**config.mk**
```make
export PLATFORM = sky130hd
export DESIGN_NAME = dmem_responder
export DESIGN_NICKNAME = d
export VERILOG_FILES = /design/src/rtl/dmem_responder.sv
export SDC_FILE = /design/constraint.sdc
export NUM_CORES = 2
export LEC_CHECK = 0
export CAP_MARGIN = 5
export CORE_UTILIZATION = 50
export CTS_BUF_LIST = sky130_fd_sc_hd__clkbuf_8
export DETAILED_ROUTE_END_ITERATION = 6
export HOLD_SLACK_MARGIN = 0.08
export PLACE_DENSITY = 0.66
export SLEW_MARGIN = 20
export SYNTH_ARGS = -nofsm -noshare
export SYNTH_HDL_FRONTEND = slang
export SYNTH_SLANG_ARGS = --single-unit
```
**constraint.sdc**
```tcl
create_clock -name clk -period 10.4 [get_ports clk]
set_clock_uncertainty 0.05 [all_clocks]
set_input_delay 1.04 -clock clk [delete_from_list [all_inputs] [get_ports clk]]
set_output_delay 1.04 -clock clk [all_outputs]
set_load 0.01 [all_outputs]
```
**src/rtl/dmem_responder.sv**
```systemverilog
// Data-memory responder: word RAM plus memory-mapped CYCLE, CONSOLE (FIFO) and HALT registers.
// Optional cycle counter built only when DMEM_CYCLE_CNT_EN is defined.
module dmem_responder #(
    parameter int unsigned WIDTH      = 32,
    parameter int unsigned DEPTH      = 64,
    parameter int unsigned FIFO_DEPTH = 4
) (
    input  logic             clk,
    input  logic             rst,
    input  logic             memwrite,
    input  logic [WIDTH-1:0] addr,
    input  logic [WIDTH-1:0] writedata,
    output logic [WIDTH-1:0] readdata,
    output logic             out_valid,
    output logic [WIDTH-1:0] out_data,
    input  logic             out_ready,
    output logic             halt,
    output logic [WIDTH-1:0] halt_code,
    output logic             err
);
    localparam int unsigned AW = $clog2(DEPTH);
    localparam int unsigned FW = (FIFO_DEPTH > 1) ? $clog2(FIFO_DEPTH) : 1;

    localparam logic [WIDTH-1:0] ADDR_CYCLE   = {WIDTH{1'b1}} - WIDTH'(15);
    localparam logic [WIDTH-1:0] ADDR_CONSOLE = {WIDTH{1'b1}} - WIDTH'(11);
    localparam logic [WIDTH-1:0] ADDR_HALT    = {WIDTH{1'b1}} - WIDTH'(7);

    // Address decode
    logic          is_ram;
    logic          is_cycle;
    logic          is_console;
    logic          is_halt;
    logic          mapped;
    logic [AW-1:0] ram_idx;

    assign is_ram     = (addr[WIDTH-1:AW+2] == '0);
    assign is_cycle   = (addr == ADDR_CYCLE);
    assign is_console = (addr == ADDR_CONSOLE);
    assign is_halt    = (addr == ADDR_HALT);
    assign mapped     = is_ram | is_cycle | is_console | is_halt;
    assign ram_idx    = addr[AW+1:2];

    // RAM is never cleared; stores complete even while reset is asserted
    logic [WIDTH-1:0] ram [DEPTH];

    always_ff @(posedge clk) begin
        if (memwrite && is_ram) begin
            ram[ram_idx] <= writedata;
        end
    end

    // Cycle counter
    logic [WIDTH-1:0] cycle_cnt;
`ifdef DMEM_CYCLE_CNT_EN
    always_ff @(posedge clk) begin
        if (rst) begin
            cycle_cnt <= '0;
        end else begin
            cycle_cnt <= cycle_cnt + WIDTH'(1);
        end
    end
`else
    assign cycle_cnt = '0;
`endif

    // Console FIFO
    logic [WIDTH-1:0] fifo_mem [FIFO_DEPTH];
    logic [FW-1:0]    rd_ptr;
    logic [FW-1:0]    wr_ptr;
    logic [FW:0]      count;
    logic [FW:0]      count_next;
    logic             push_req;
    logic             push;
    logic             pop;
    logic             full;
    logic             drop;

    function automatic logic [FW-1:0] ptr_inc(input logic [FW-1:0] p);
        return (p == FW'(FIFO_DEPTH - 1)) ? '0 : p + FW'(1);
    endfunction

    assign push_req = memwrite & is_console & ~rst;
    assign pop      = out_valid & out_ready;
    assign full     = (count == (FW+1)'(FIFO_DEPTH));
    // A pop in the same cycle frees the slot, so a push to a full FIFO still lands
    assign push     = push_req & (~full | pop);
    assign drop     = push_req & full & ~pop;
    assign out_data = fifo_mem[rd_ptr];

    always_comb begin
        count_next = count;
        if (push && !pop) begin
            count_next = count + (FW+1)'(1);
        end else if (pop && !push) begin
            count_next = count - (FW+1)'(1);
        end
    end

    always_ff @(posedge clk) begin
        if (push) begin
            fifo_mem[wr_ptr] <= writedata;
        end
    end

    always_ff @(posedge clk) begin
        if (rst) begin
            rd_ptr    <= '0;
            wr_ptr    <= '0;
            count     <= '0;
            out_valid <= 1'b0;
        end else begin
            if (push) begin
                wr_ptr <= ptr_inc(wr_ptr);
            end
            if (pop) begin
                rd_ptr <= ptr_inc(rd_ptr);
            end
            count     <= count_next;
            out_valid <= (count_next != '0);
        end
    end

    // Sticky halt and error flags
    always_ff @(posedge clk) begin
        if (rst) begin
            halt      <= 1'b0;
            halt_code <= '0;
            err       <= 1'b0;
        end else begin
            if (memwrite && is_halt && (writedata != '0) && !halt) begin
                halt      <= 1'b1;
                halt_code <= writedata;
            end
            if (drop || (memwrite && !mapped)) begin
                err <= 1'b1;
            end
        end
    end

    // Zero-latency load path
    always_comb begin
        readdata = '0;
        if (is_ram) begin
            readdata = ram[ram_idx];
        end else if (is_cycle) begin
            readdata = cycle_cnt;
        end else if (is_console) begin
            readdata = WIDTH'(count);
        end else if (is_halt) begin
            readdata = WIDTH'(halt);
        end
    end

endmodule

```
==> impl_metrics.tcl <==
set metrics [dict create \
    synth_cells 3755 \
    critPathLaunchType "primary input" \
    core_um2 168000 \
    cp-end-kind "primary output" \
    yosysMostFrequentCell "edfxtp_1" \
    maxCapViolations 0 \
    viasPerCell 6.27 \
    fin_cells 6694 \
    timing.fmax_ghz 0.162 \
    synth_nets 3831 \
    cts.path.max_buffers 4 \
    r2r_start "count[0]" \
    first_pass_iters 5 \
    cp.arrival_ps 5080 \
    htree_levels 5 \
    ir_drop_mv 0.150 \
    fin_crit_sh_pct 59.3 \
    drtIter0Drc 5579 \
    reg2reg_to "fifo_mem[2][0]" \
    place.port_buffers 166 \
    rsz0062_at_grt "false" \
    grt_pass1_vias 42000 \
    min_period_ps 6170 \
    hold_buffers 0 \
    ant_nets 0 \
    post_cts_buffers 0 \
    grt.total_usage_pct 26.3 \
    remaining_drc_errors 0 \
    antenna_found_initial 11 \
    synthFlopType "edfxtp_1" \
    grt_max_degree 118 \
    worstPathRequired_ps 9310 \
    ios 167 \
    synth_top_area_cell "edfxtp_1" \
    worstSetupPathType "in2out" \
    cts_tree "done" \
    holdPathStages 1 \
    clkSlewWorstSetupHoldPaths_ps 60 \
    drv_slew 0 \
    ys.warnings.count 0 \
    vias 42000 \
    dp_hpwl_mm 122 \
    synth_top_cells_by_count "edfxtp_1, mux4_2, mux2i_1, nor2_1, o22ai_1" \
    nFillCells 12300 \
    area_delta_synth_final_pct 13.5 \
    avgSynthCellArea_um2 22.6 \
    r2r_setup_slack_ps 7440 \
    reg2reg_depth 6 \
    dieArea_um2 171000 \
    place_inst 6070 \
    grt_pass1_wl_mm 312 \
    critPathMaxStageDelay_ps 730 \
    synth_top_area_share_pct 77.1 \
    fin_nets 4306 \
    synthTopCellsByArea "edfxtp_1, mux4_2, mux2i_1" \
    ys_seq_area_share_pct 78.1 \
    fin_tns_setup_ps 0 \
    hp-class "in2reg" \
    start_util_pct 50.5 \
    layout-drive-gt1-share_pct 27.0 \
    ys_ff_latch 2220 \
    status "finished clean" \
    design_area_um2 96200 \
    totalWireLength_mm 223 \
    die_x_um 414 \
    place_congestion 0.890 \
    async_reset_ff_share_pct 0 \
    numCtsBuffers 362 \
    synth_edf_count 2176 \
    power.density_nw_per_um2 183 \
    maxSlewHeadroom_pct 23.3 \
    worst_pin_slew_ps 1150 \
    cts.sink_count 2220 \
    min_from "writedata[12]" \
    yosys.cell_types.count 52 \
    die_height_um 414 \
    crit_path_max_fanout 84 \
    whs_endpoint "fifo_mem[3][12]" \
    post_drt_wl_per_cell_um 33.3 \
    grt-ovfl-total 0 \
    cts_root_buf "clkbuf_8" \
    p_leak_nw 30.8 \
    slowest_stage "nor4_1" \
    crit_chain "buf_8, buf_12, mux4_2, mux2i_1, o22ai_1, nor4_1, nor2_1, clkdlybuf4s50_1" \
    ctsResizeCount 0 \
    place_area_um2 89900 \
    clk_latency_ps 1030 \
    synth_area_um2 84700 \
    setup_viol 0 \
    row_count 150 \
    report.final.hold_viol_count 0 \
]
## power by group
| group | internal (W) | switching (W) |
|---|---|---|
| clock | 0.00350 | 0.00328 |
| combinational | 0.000363 | 0.000578 |
| sequential | 0.00983 | 0.00000933 |
## metal layers
layer / GRT usage (%) / wire length (um) / up-vias
met3: 6.35 / 22400 / 413
met2: 40.3 / 105000 / 2320
met1: 37.3 / 88200 / 22300
met5: 0 / 7 / -
met4: 8.58 / 7050 / 2
li1: - / - / 16900
## worst max-delay path, delay by kind of cell
kind | cells | cell delay [ps]
AND/OR/NAND/NOR | 2 | 1110
multiplexers | 2 | 810
AO/OA/AOI/OAI | 1 | 320
buffers and inverters | 3 | 1720
## registers in the layout, indices dropped and copies added (netlist names), named ones only
register	count
fifo_mem	128
count	3
halt	1
ram	2048
out_valid	1
rd_ptr	2
halt_code	32
err	1
wr_ptr	2
## area by class of cell
type / count / area, um^2 / share of cell area (%)
clock buffer: 377 / 5190 / 5.39
antenna: 4 / 10.0 / 0.0104
tap: 2204 / 2760 / 2.87
inverter: 9 / 41.3 / 0.0429
clock inverter: 243 / 1150 / 1.20
multi-input combinational: 1321 / 18100 / 18.8
timing repair buffer: 316 / 2750 / 2.85
sequential: 2220 / 66200 / 68.8
## worst max path at each step
stage             start     endpoint  slack, ps  depth (start not counted)
2_1_floorplan  addr[26]   ram[17][0]       6300                          6
3_3_place_gp   addr[21]  readdata[6]       4050                          7
3_5_place_dp    addr[2]  readdata[6]       4210                          8
4_1_cts         addr[2]  readdata[6]       4200                          8
5_1_grt         addr[2]  readdata[6]       3960                          8
6_report        addr[2]  readdata[6]       4230                          8
## stage by stage
stage / power, W / util, % / worst slack (ps) / hold slack (ps)
finish: 0.0176 / 57.3 / 4230 / 284
global route: 0.0181 / 57.3 / 3960 / 243
CTS: 0.0177 / 57.3 / 4200 / 205
detailed placement: 0.0110 / 53.6 / 4210 / 406
global placement: 0.0110 / 53.5 / 4050 / 388
floorplan: 0.0105 / - / 6300 / 404
## cells in the final DEF (no fill, tap or decap), types with 27 or more instances in the layout
cell and instances:
dfxtp_1 43, nor2_1 97, edfxtp_1 2176, nor4_1 52, o22ai_1 127, inv_1 133
nor2_4 64, mux2i_1 311, clkdlybuf4s50_1 131, clkinv_1 78, clkinv_2 29, nand2_1 27
mux4_2 522, clkbuf_8 377, buf_2 33, buf_4 141
## cell families (layout without fill, tap and decap cells)
family	Yosys count	after routing	share of synthesized area, %
simple gates	317	317	1.86
mux	834	834	17.6
other cells	0	4	0
flops	2220	2220	78.1
compound gates	161	161	1.20
buf+inv	214	945	1.10
fa+ha+maj	8	8	0.118
xor+xnor	1	1	0.0103
Note: power is estimated with default switching activity, not from simulation.
